## src/rtl/spi_slave_rx.sv

```systemverilog
// spi_slave_rx: oversampled SPI receive stage (mode 0, MSB first, 8-bit frames).
// sck/mosi/ss are synchronized into clk; a byte is shifted in on sck rising
// edges and handed to the consumer through a valid/ack holding register.
// Optional build macro: SPI_RX_TIMEOUT_EN aborts a frame when sck stalls in SHIFT.
module spi_slave_rx #(
  parameter int SYNC_STAGES    = 2,
  parameter int TIMEOUT_CYCLES = 255
) (
  input  logic       clk,
  input  logic       rst,
  input  logic       sck,
  input  logic       mosi,
  input  logic       ss,
  input  logic       ack,
  output logic [7:0] dataRX,
  output logic       valid,
  output logic       overrun,
  output logic       frameErr,
  output logic       busy
);

  typedef enum logic [1:0] {IDLE, SHIFT, WAIT_END} state_e;

  state_e                 state_q, state_d;
  logic [SYNC_STAGES-1:0] sck_sync_q, mosi_sync_q, ss_sync_q, warm_q;
  logic                   sck_dly_q;
  logic                   arm_q;
  logic [7:0]             shift_q, shift_d;
  logic [2:0]             bitcnt_q, bitcnt_d;
  logic [7:0]             data_q, data_d;
  logic                   valid_q, valid_d;
  logic                   overrun_q, overrun_d;
  logic                   ferr_q, ferr_d;
  logic                   sck_s, mosi_s, ss_s, sck_rise;

  assign sck_s    = sck_sync_q[SYNC_STAGES-1];
  assign mosi_s   = mosi_sync_q[SYNC_STAGES-1];
  assign ss_s     = ss_sync_q[SYNC_STAGES-1];
  assign sck_rise = sck_s & ~sck_dly_q;

  // Synchronizers; mosi has the same depth as sck so the sampled bit lines up with sck_rise.
  // warm_q fills with ones once the synchronizers hold real post-reset samples.
  always_ff @(posedge clk or posedge rst) begin
    if (rst) begin
      sck_sync_q  <= '0;
      mosi_sync_q <= '0;
      ss_sync_q   <= '0;
      warm_q      <= '0;
      sck_dly_q   <= 1'b0;
    end else begin
      sck_sync_q  <= {sck_sync_q[SYNC_STAGES-2:0], sck};
      mosi_sync_q <= {mosi_sync_q[SYNC_STAGES-2:0], mosi};
      ss_sync_q   <= {ss_sync_q[SYNC_STAGES-2:0], ss};
      warm_q      <= {warm_q[SYNC_STAGES-2:0], 1'b1};
      sck_dly_q   <= sck_s;
    end
  end

  // Arm frame entry only after ss has genuinely been seen low since reset, so a
  // frame already in flight when reset hits is not picked up half way through.
  always_ff @(posedge clk or posedge rst) begin
    if (rst) arm_q <= 1'b0;
    else     arm_q <= arm_q | (warm_q[SYNC_STAGES-1] & ~ss_s);
  end

`ifdef SPI_RX_TIMEOUT_EN
  localparam int TW = $clog2(TIMEOUT_CYCLES + 1);
  logic [TW-1:0] to_cnt_q, to_cnt_d;
  logic          timeout;

  // Idle-sck counter: runs in SHIFT, cleared by every sck rise and outside SHIFT.
  always_comb begin
    to_cnt_d = '0;
    if (state_q == SHIFT && !sck_rise) to_cnt_d = to_cnt_q + TW'(1);
  end
  assign timeout = (to_cnt_q == TW'(TIMEOUT_CYCLES - 1)) && !sck_rise;

  // Timeout counter register.
  always_ff @(posedge clk or posedge rst) begin
    if (rst) to_cnt_q <= '0;
    else     to_cnt_q <= to_cnt_d;
  end
`endif

  // Next-state, shifter and holding-register logic.
  always_comb begin
    state_d   = state_q;
    shift_d   = shift_q;
    bitcnt_d  = bitcnt_q;
    data_d    = data_q;
    valid_d   = valid_q & ~ack;
    overrun_d = overrun_q;
    ferr_d    = 1'b0;
    case (state_q)
      IDLE: begin
        if (ss_s && arm_q) begin
          state_d  = SHIFT;
          shift_d  = '0;
          bitcnt_d = '0;
        end
      end
      SHIFT: begin
        if (!ss_s) begin
          state_d = IDLE;
          ferr_d  = (bitcnt_q != 3'd0);
        end else if (sck_rise) begin
          shift_d  = {shift_q[6:0], mosi_s};
          bitcnt_d = bitcnt_q + 3'd1;
          if (bitcnt_q == 3'd7) begin
            // An ack on this cycle consumes the old byte, so no overrun then.
            data_d    = {shift_q[6:0], mosi_s};
            valid_d   = 1'b1;
            overrun_d = overrun_q | (valid_q & ~ack);
            state_d   = WAIT_END;
          end
`ifdef SPI_RX_TIMEOUT_EN
        end else if (timeout) begin
          ferr_d  = 1'b1;
          shift_d = '0;
          state_d = WAIT_END;
`endif
        end
      end
      WAIT_END: begin
        if (!ss_s) state_d = IDLE;
      end
      default: state_d = IDLE;
    endcase
  end

  // State and datapath registers.
  always_ff @(posedge clk or posedge rst) begin
    if (rst) begin
      state_q   <= IDLE;
      shift_q   <= '0;
      bitcnt_q  <= '0;
      data_q    <= '0;
      valid_q   <= 1'b0;
      overrun_q <= 1'b0;
      ferr_q    <= 1'b0;
    end else begin
      state_q   <= state_d;
      shift_q   <= shift_d;
      bitcnt_q  <= bitcnt_d;
      data_q    <= data_d;
      valid_q   <= valid_d;
      overrun_q <= overrun_d;
      ferr_q    <= ferr_d;
    end
  end

  assign dataRX   = data_q;
  assign valid    = valid_q;
  assign overrun  = overrun_q;
  assign frameErr = ferr_q;
  assign busy     = (state_q == SHIFT);

endmodule

```

## config.mk

```make
export PLATFORM = sky130hd
export DESIGN_NAME = spi_slave_rx
export DESIGN_NICKNAME = d
export VERILOG_FILES = /design/src/rtl/spi_slave_rx.sv
export SDC_FILE = /design/constraint.sdc
export NUM_CORES = 1
export LEC_CHECK = 0
export BUFFER_PORTS_ARGS = -buffer_cell sky130_fd_sc_hd__buf_2
export CAP_MARGIN = 10
export CORE_AREA = 2 2 71 52
export DETAILED_ROUTE_END_ITERATION = 16
export DIE_AREA = 0 0 73 54
export SLEW_MARGIN = 10
export SYNTH_ARGS = -nofsm -noshare
export SYNTH_HDL_FRONTEND = slang
export SYNTH_SLANG_ARGS = --single-unit
```

## constraint.sdc

```tcl
create_clock -name clk -period 2.54 [get_ports clk]
set_input_delay 0.762 -clock clk [delete_from_list [all_inputs] [get_ports clk]]
set_output_delay 0.762 -clock clk [all_outputs]
set_load 0.02 [all_outputs]
```

Word level (Yosys, flattened, before mapping)
Index checks and enable logic that the tools add are counted.

word-level totals
  output and inout bits = 12
  flip-flop bits (word level) = 33
  word-level logic and storage cells = 58
  bits of input ports = 6

operators by class
  eq/ne operators = 9
  add/subtract/negate cells = 1
  reduce and logical (&&, ||, !) cells = 7
  multiplexer cells = 20
  bitwise gates (word level) = 8

operator list
  operator                                               count
  2-to-1 mux 7 bit                                       3
  one-hot mux 7 bit (2 select lines)                     1
  AND reduction 4 bit                                    3
  2-to-1 mux 2 bit                                       5
  2-to-1 mux 3 bit                                       3
  2-to-1 mux 1 bit                                       6
  inequality test 3 x 2 -> 1 bit, second input constant  2
  one-hot mux 2 bit (3 select lines)                     1
  one-hot mux 3 bit (2 select lines)                     1
  inequality test 2 x 1 -> 1 bit, second input constant  2
  inequality test 2 bit, second input constant           2
  adder 3 x 1 -> 3 bit, second input constant            1
  bitwise AND 1 bit                                      3
  equality test 3 bit, second input constant             1
  inverter 1 bit                                         3
  nonzero test 3 bit                                     1
  equality test 2 x 1 -> 1 bit, second input constant    1
  equality test 2 bit, second input constant             1
  logical NOT 2 bit                                      1
  bitwise OR 1 bit                                       2
  nonzero test 2 bit                                     1
  logical AND 1 bit                                      1

Depth between registers and ports, before layout
Gate-level depths: netlist (run 1).

  depth after elaboration = 6
  mapped depth = 5
  mapped depth without buffers = 4

Least setup slack after synthesis (run 1)
Ideal clock, no wire load.

  kind = register -> output
  start = register state_q[0]
  end = output busy
  setup slack = 1,006 ps
  buffers on the path = 0
  data arrival time = 772 ps
  stages on the path, launching flop included = 3
  required time = 1,778 ps
  path through = dfrtp_1 > inv_1 > nor2_1

on the way
  longest elaborated chain between the ends = 1

RTL lines
  item                          RTL line  RTL
  from (decl)                   24        state_e state_q, state_d;
  from (signal assigned)        142       state_q <= state_d;
  equality test 2 x 1 -> 1 bit  156       assign busy = (state_q == SHIFT);
  to (decl)                     19        output logic busy

Every way passes these cells.

Worst setup path in the final report (run 1)
Ends and elaborated chain as after synthesis.

==> metrics.cfg, run 1 <==
[worst_setup_path]
startpoint_type = flip-flop
critPathMaxStageDelay_ns = 0.44
end_kind = primary output
rr_endpoint = dataRX[7]$_DFFE_PP0P_
cp_top_family = flip-flops
cp.required_ns = 1.78
path_depth = 3
reg2reg_depth = 4
worst-path-buf-inv = 2
critPathMaxFanout = 8
crit_chain = inv_1 > nor2_1 > buf_2
worstReg2RegStart = bitcnt_q[0]$_DFFE_PP0P_
crit_type = reg -> out
r2r_slack_ns = 0.98
crit_arrival_ns = 1.09
cp_slowest_cell = dfrtp_1

[hold_path]
hp-class = reg -> reg
holdPathEnd = sck_sync_q[1]$_DFF_PP0_
min_from = sck_sync_q[0]$_DFF_PP0_
worstHoldPathCells = 0

[status]
outcome = finished, final reports clean

[detailed_routing]
wl_per_cell_um = 13.1
drt_iter0_markers = 31
vias = 697
antenna_left = 0
viasPerCell = 4.84
drc = 0
first_pass_iters = 4
routed_wl_mm = 1.89

[floorplan]
initial_core_util = 0.375
num_rows = 18
dieArea_mm2 = 0.00394
core_mm2 = 0.00336
die_x_um = 73
pin_count = 18
die-height_um = 54

[final_layout]
area_growth_syn_to_layout_pct = 16.2
drive_above_1_share = 0.394
antennaDiodeCount = 0
mostFrequentLayoutCell = dfrtp_1
most-common-layout-cells = dfrtp_1, buf_2, a22o_1, mux2_4, inv_1
final_nets = 113

[yosys]
yosys_warnings = 0
ys_seq_area_frac = 0.655
synth_cell_types = 26
avgSynthCellArea_um2 = 15.6
synth_cells = 81
synth_seq_cells = 33
syn_area_mm2 = 0.00126
synth_nets = 90

[timing]
relSlewSlack = 0.653
hold_viol_final = 0
tns_ns = 0
clock.fmax_mhz = 539
period_needed_ns = 1.85
skew_ns = 0.00402
fin_ws_ns = 0.685
timing.final.crit_share = 0.730
hold_slack_ns = 0.347
finalSetupViolCount = 0
rsz0062_at_grt = false
drv_slew = 0
worst_pin_slew_ns = 0.508

[clock_network]
clockBufferDepth = 2
cts_resized = 0
cts.clk_slew.worst_paths_ns = 0.06
cts.sink_count = 33
htree_levels = 2
worstSkewPairLatency_ns = 0.28
post_cts_buffers = 0
holdBufCountCts = 0
cts_tree = yes
cts_buffers = 5
clockRootBuffer = clkbuf_8

[global_route]
grt_first_pass_wirelength_mm = 3.16
grt_pass1_vias = 653
grt_max_degree = 34
antenna_found_initial = 0
grt_overflow = 0
track_usage = 0.115

[job]
drv_cap = 0

[place]
dp_hpwl_mm = 1.29
finalWeightedCongestion = 0.721
port_buffers = 17
pre_cts_ws_ns = 0.973

[pwr]
p_per_area_mw_per_mm2 = 673
leakage_nw = 0.768
vdd_drop_max_mv = 0.343
power_w = 0.000985

-- worst register-to-register path, cell delays in order, from the launching register on --
cell and delay, ns:
dfrtp_1 0.37, ha_1 0.15, ha_1 0.18, and4_4 0.38
mux2_2 0.36
-- cells in the mapped netlist (all sizes together) --
cell / number / area (um^2)
nor2b: 3 / 28.8
ha: 3 / 37.5
a22o: 9 / 78.8
a2111oi: 1 / 8.76
a21o: 2 / 16.3
a211o: 1 / 8.76
inv: 7 / 26.3
nor2: 1 / 3.75
and4: 2 / 21.3
a31oi: 1 / 6.26
conb: 1 / 3.75
buf: 2 / 25.0
o21ai: 2 / 13.8
and3: 1 / 7.51
nor3: 1 / 5.00
mux2: 8 / 116
and3b: 1 / 8.76
dfrtp: 33 / 826
a31o: 2 / 17.5
-- power by group --
group / internal, W / total, W / switching [W]
sequential: 0.000541 / 0.000551 / 0.00000998
combinational: 0.0000189 / 0.0000503 / 0.0000314
clock: 0.000214 / 0.000383 / 0.000168
total: 0.000775 / 0.000985 / 0.000210
-- per-stage QoR --
step | util | cell area (um^2) | cells
finish | 0.436 | 1460 | 144
global route | 0.436 | 1460 | 144
CTS | 0.436 | 1460 | 144
detailed placement | 0.411 | 1380 | 137
global placement | 0.411 | 1380 | 137
floorplan | - | 1260 | 81
-- worst max-delay path by stage --
stage / start / endpoint / slack [ns]
after floorplan: state_q[0]$_DFFE_PP0P_ / busy / 1.01
after global placement: state_q[0]$_DFFE_PP0P_ / busy / 1.01
after detailed placement: state_q[0]$_DFFE_PP0P_ / busy / 0.97
after CTS: state_q[0]$_DFFE_PP0P_ / busy / 0.66
after global routing: state_q[0]$_DFFE_PP0P_ / busy / 0.57
final: state_q[0]$_DFFE_PP0P_ / busy / 0.69
-- state kept, by name (all words and copies together) (netlist names) --
| register | flops |
|---|---|
| ss_sync_q | 2 |
| warm_q | 2 |
| sck_dly_q | 1 |
| state_q | 2 |
| bitcnt_q | 3 |
| arm_q | 1 |
| sck_sync_q | 2 |
| overrun | 1 |
| shift_q | 7 |
| valid | 1 |
| dataRX | 8 |
| mosi_sync_q | 2 |
| frameErr | 1 |
-- layout make-up --
type                    instances  area [um^2]
repair buffers                 18         92.6
multi-input cells              39          383
fillers                       311         1890
well taps                      40         50.0
flip-flops and latches         33          826
inverters                       7         26.3
clock buffers                   7         86.3
-- routing by layer --
| layer | wire (um) | share of wire | vias to the layer above | GRT usage |
|---|---|---|---|---|
| met3 | 98 | 0.052 | 5 | 0.0562 |
| met2 | 819 | 0.43 | 16 | 0.159 |
| li1 | - | - | 330 | - |
| met5 | 0 | 0 | - | 0 |
| met1 | 936 | 0.50 | 346 | 0.147 |
| met4 | 35 | 0.019 | 0 | 0.0648 |
-- cell families after synthesis --
| group | after synthesis | synth area share |
|---|---|---|
| AOI/OAI and AO/OA | 18 | 0.119 |
| adders and majority gates | 3 | 0.0298 |
| buffers and inverters | 9 | 0.0407 |
| DFF | 33 | 0.655 |
| muxes | 8 | 0.0924 |
| other | 1 | 0.00298 |
| and+or+nand+nor | 9 | 0.0596 |
(Power assumes the default switching activity.)
==> run 2: changes to the inputs <==
==> constraint.sdc (replaced) <==
create_clock -name clk -period 1.71 [get_ports clk]
set_input_delay 0.513 -clock clk [delete_from_list [all_inputs] [get_ports clk]]
set_output_delay 0.513 -clock clk [all_outputs]
set_load 0.02 [all_outputs]
==> run 2 against run 1 <==
- via count is 2.0% higher
- sequential share of layout area is 0.54 points lower
- cell count is 0.69% higher
- clock skew hardly changed
- register-to-register slack worse by 0.80 ns
- critical path depth stayed put
- critical path type unchanged
- critical endpoint unchanged
==> metrics.cfg, run 2 (synthesis results as in run 1) <==
[final_layout]
nFillCells = 311  ; unchanged
mostFrequentLayoutCell = dfrtp_1
area_growth_syn_to_layout_pct = 17.5
largest_reg_flops = 8  ; unchanged
final_nets = 113  ; unchanged
antennaDiodeCount = 0  ; unchanged
fin_area_mm2 = 0.00148  ; +1.1%
most-common-layout-cells = dfrtp_1, buf_2, a22o_1
drive_above_1_share = 0.419  ; +0.0248

[timing]
period_needed_ns = 1.58
skew_ns = 0.00396  ; -0.0000598 ns
timing.final.crit_share = 0.923
hold_viol_final = 0  ; unchanged
finalSetupViolCount = 0  ; unchanged
drv_slew = 0  ; unchanged
tns_ns = 0  ; unchanged
rsz0062_at_grt = false
clock.fmax_mhz = 633

[worst_setup_path]
startpoint_type = flip-flop
crit_arrival_ns = 1.07  ; -0.02 ns
end_kind = primary output
critPathMaxFanout = 8  ; unchanged
crit_type = reg -> out
reg2reg_depth = 4  ; unchanged
cp.required_ns = 1.20  ; -0.58 ns

[pwr]
p_switching_w = 0.000321  ; +53%
seq_power_share = 0.540  ; -0.020
vdd_drop_max_mv = 0.415  ; +21%
switching_share = 0.212  ; -0.00118
p_per_area_mw_per_mm2 = 1020  ; +52%
combPwrFrac = 0.049  ; -0.002
internal_power_w = 0.00120  ; +54%
leakage_nw = 0.777  ; +1.2%
p_clk_frac = 0.411  ; +0.022

[detailed_routing]
antenna_left = 0  ; unchanged
wl_per_cell_um = 13.6  ; +4.0%
first_pass_iters = 4  ; unchanged
viasPerCell = 4.90  ; +1.3%
drc = 0  ; unchanged
vias = 711  ; +2.0%
drt_iter0_markers = 48  ; +55%
routed_wl_mm = 1.98  ; +4.7%

[global_route]
grt_max_degree = 34  ; unchanged
track_usage = 0.121  ; +0.00576
antenna_found_initial = 0  ; unchanged
grt_first_pass_wirelength_mm = 3.35  ; +5.9%
grt_overflow = 0  ; unchanged
grt_pass1_vias = 709  ; +8.6%

[floorplan]
pin_count = 18  ; unchanged
die-height_um = 54  ; unchanged
num_rows = 18  ; unchanged
dieArea_mm2 = 0.00394  ; unchanged
initial_core_util = 0.375  ; unchanged
die_x_um = 73  ; unchanged
core_mm2 = 0.00336  ; unchanged

[clock_network]
worstSkewPairLatency_ns = 0.28  ; about the same
holdBufCountCts = 0  ; unchanged
clockBufferDepth = 2  ; unchanged
cts_buffers = 5  ; unchanged
clockRootBuffer = clkbuf_8
htree_levels = 2  ; unchanged
cts.sink_count = 33  ; unchanged
post_cts_buffers = 0  ; unchanged
cts_tree = yes
cts_resized = 0  ; unchanged
cts.clk_slew.worst_paths_ns = 0.06  ; about the same

[place]
dp_hpwl_mm = 1.30  ; +0.82%
port_buffers = 17  ; unchanged
finalWeightedCongestion = 0.740  ; +2.7%
dpl_cell_area_mm2 = 0.00138  ; unchanged

[hold_path]
hp-class = in -> async

[status]
outcome = finished, final reports clean

[job]
drv_cap = 0  ; unchanged

[run 2: changes by cell type in the layout (fill, tap and decap cells not counted)]
| cell | delta |
|---|---|
| clkbuf_1 | -1 |
| clkbuf_8 | +1 |
| clkinv_2 | +1 |
| dfrtp_1 | -1 |
| dfrtp_2 | +1 |
[run 2: critical path, stage by stage (launching register included)]
cell,delay [ns]
dfrtp_2,0.44
inv_1,0.13
nor2_1,0.06
buf_2,0.16
[run 2: through the flow]
step           setup WS, ns  hold slack [ns]  std cells  utilization  total power, W
2_1_floorplan         0.244            0.331         81            -        0.000882
3_3_place_gp          0.240            0.333        137        0.411        0.000904
3_5_place_dp          0.185            0.335        137        0.411        0.000909
4_1_cts              0.0556            0.319        145        0.441         0.00154
5_1_grt              0.0462            0.329        145        0.441         0.00159
6_report              0.131            0.312        145        0.441         0.00152
[run 2: final cells by class]
type | count | area (um^2) | area share
Sequential cell | 33 | 827 | 0.559
Multi-Input combinational cell | 39 | 383 | 0.259
Clock buffer | 7 | 96.3 | 0.0651
Timing Repair Buffer | 18 | 92.6 | 0.0626
Tap cell | 40 | 50.0 | 0.0338
Inverter | 7 | 26.3 | 0.0178
Clock inverter | 1 | 5.00 | 0.00338
[run 2: per-layer routing]
| metal | track usage | vias up | wire length, um |
|---|---|---|---|
| li1 | - | 329 | - |
| met1 | 0.149 | 360 | 953 |
| met2 | 0.183 | 18 | 907 |
| met3 | 0.0506 | 4 | 100 |
| met4 | 0.0648 | 0 | 18 |
| met5 | 0 | - | 0 |
[run 2: path summary, 6_finish.rpt]
path / slack (ns) / to / start
min reg2reg: 0.35 / sck_sync_q[1]$_DFF_PP0_ / sck_sync_q[0]$_DFF_PP0_
min in group clk: 0.34 / sck_sync_q[0]$_DFF_PP0_ / sck
max in group asynchronous: 1.09 / state_q[0]$_DFFE_PP0P_ / rst
min: 0.31 / ss_sync_q[1]$_DFF_PP0_ / rst
max: 0.13 / busy / state_q[0]$_DFFE_PP0P_
max reg2reg: 0.18 / dataRX[7]$_DFFE_PP0P_ / bitcnt_q[0]$_DFFE_PP0P_
[run 2: power groups by stage]
stage / sequential [W] / clock [W] / combinational [W]
2_1_floorplan: 0.000832 / 0 / 0.0000500
3_3_place_gp: 0.000832 / 0 / 0.0000722
3_5_place_dp: 0.000833 / 0 / 0.0000761
4_1_cts: 0.000819 / 0.000645 / 0.0000759
5_1_grt: 0.000823 / 0.000683 / 0.0000865
6_report: 0.000819 / 0.000624 / 0.0000737
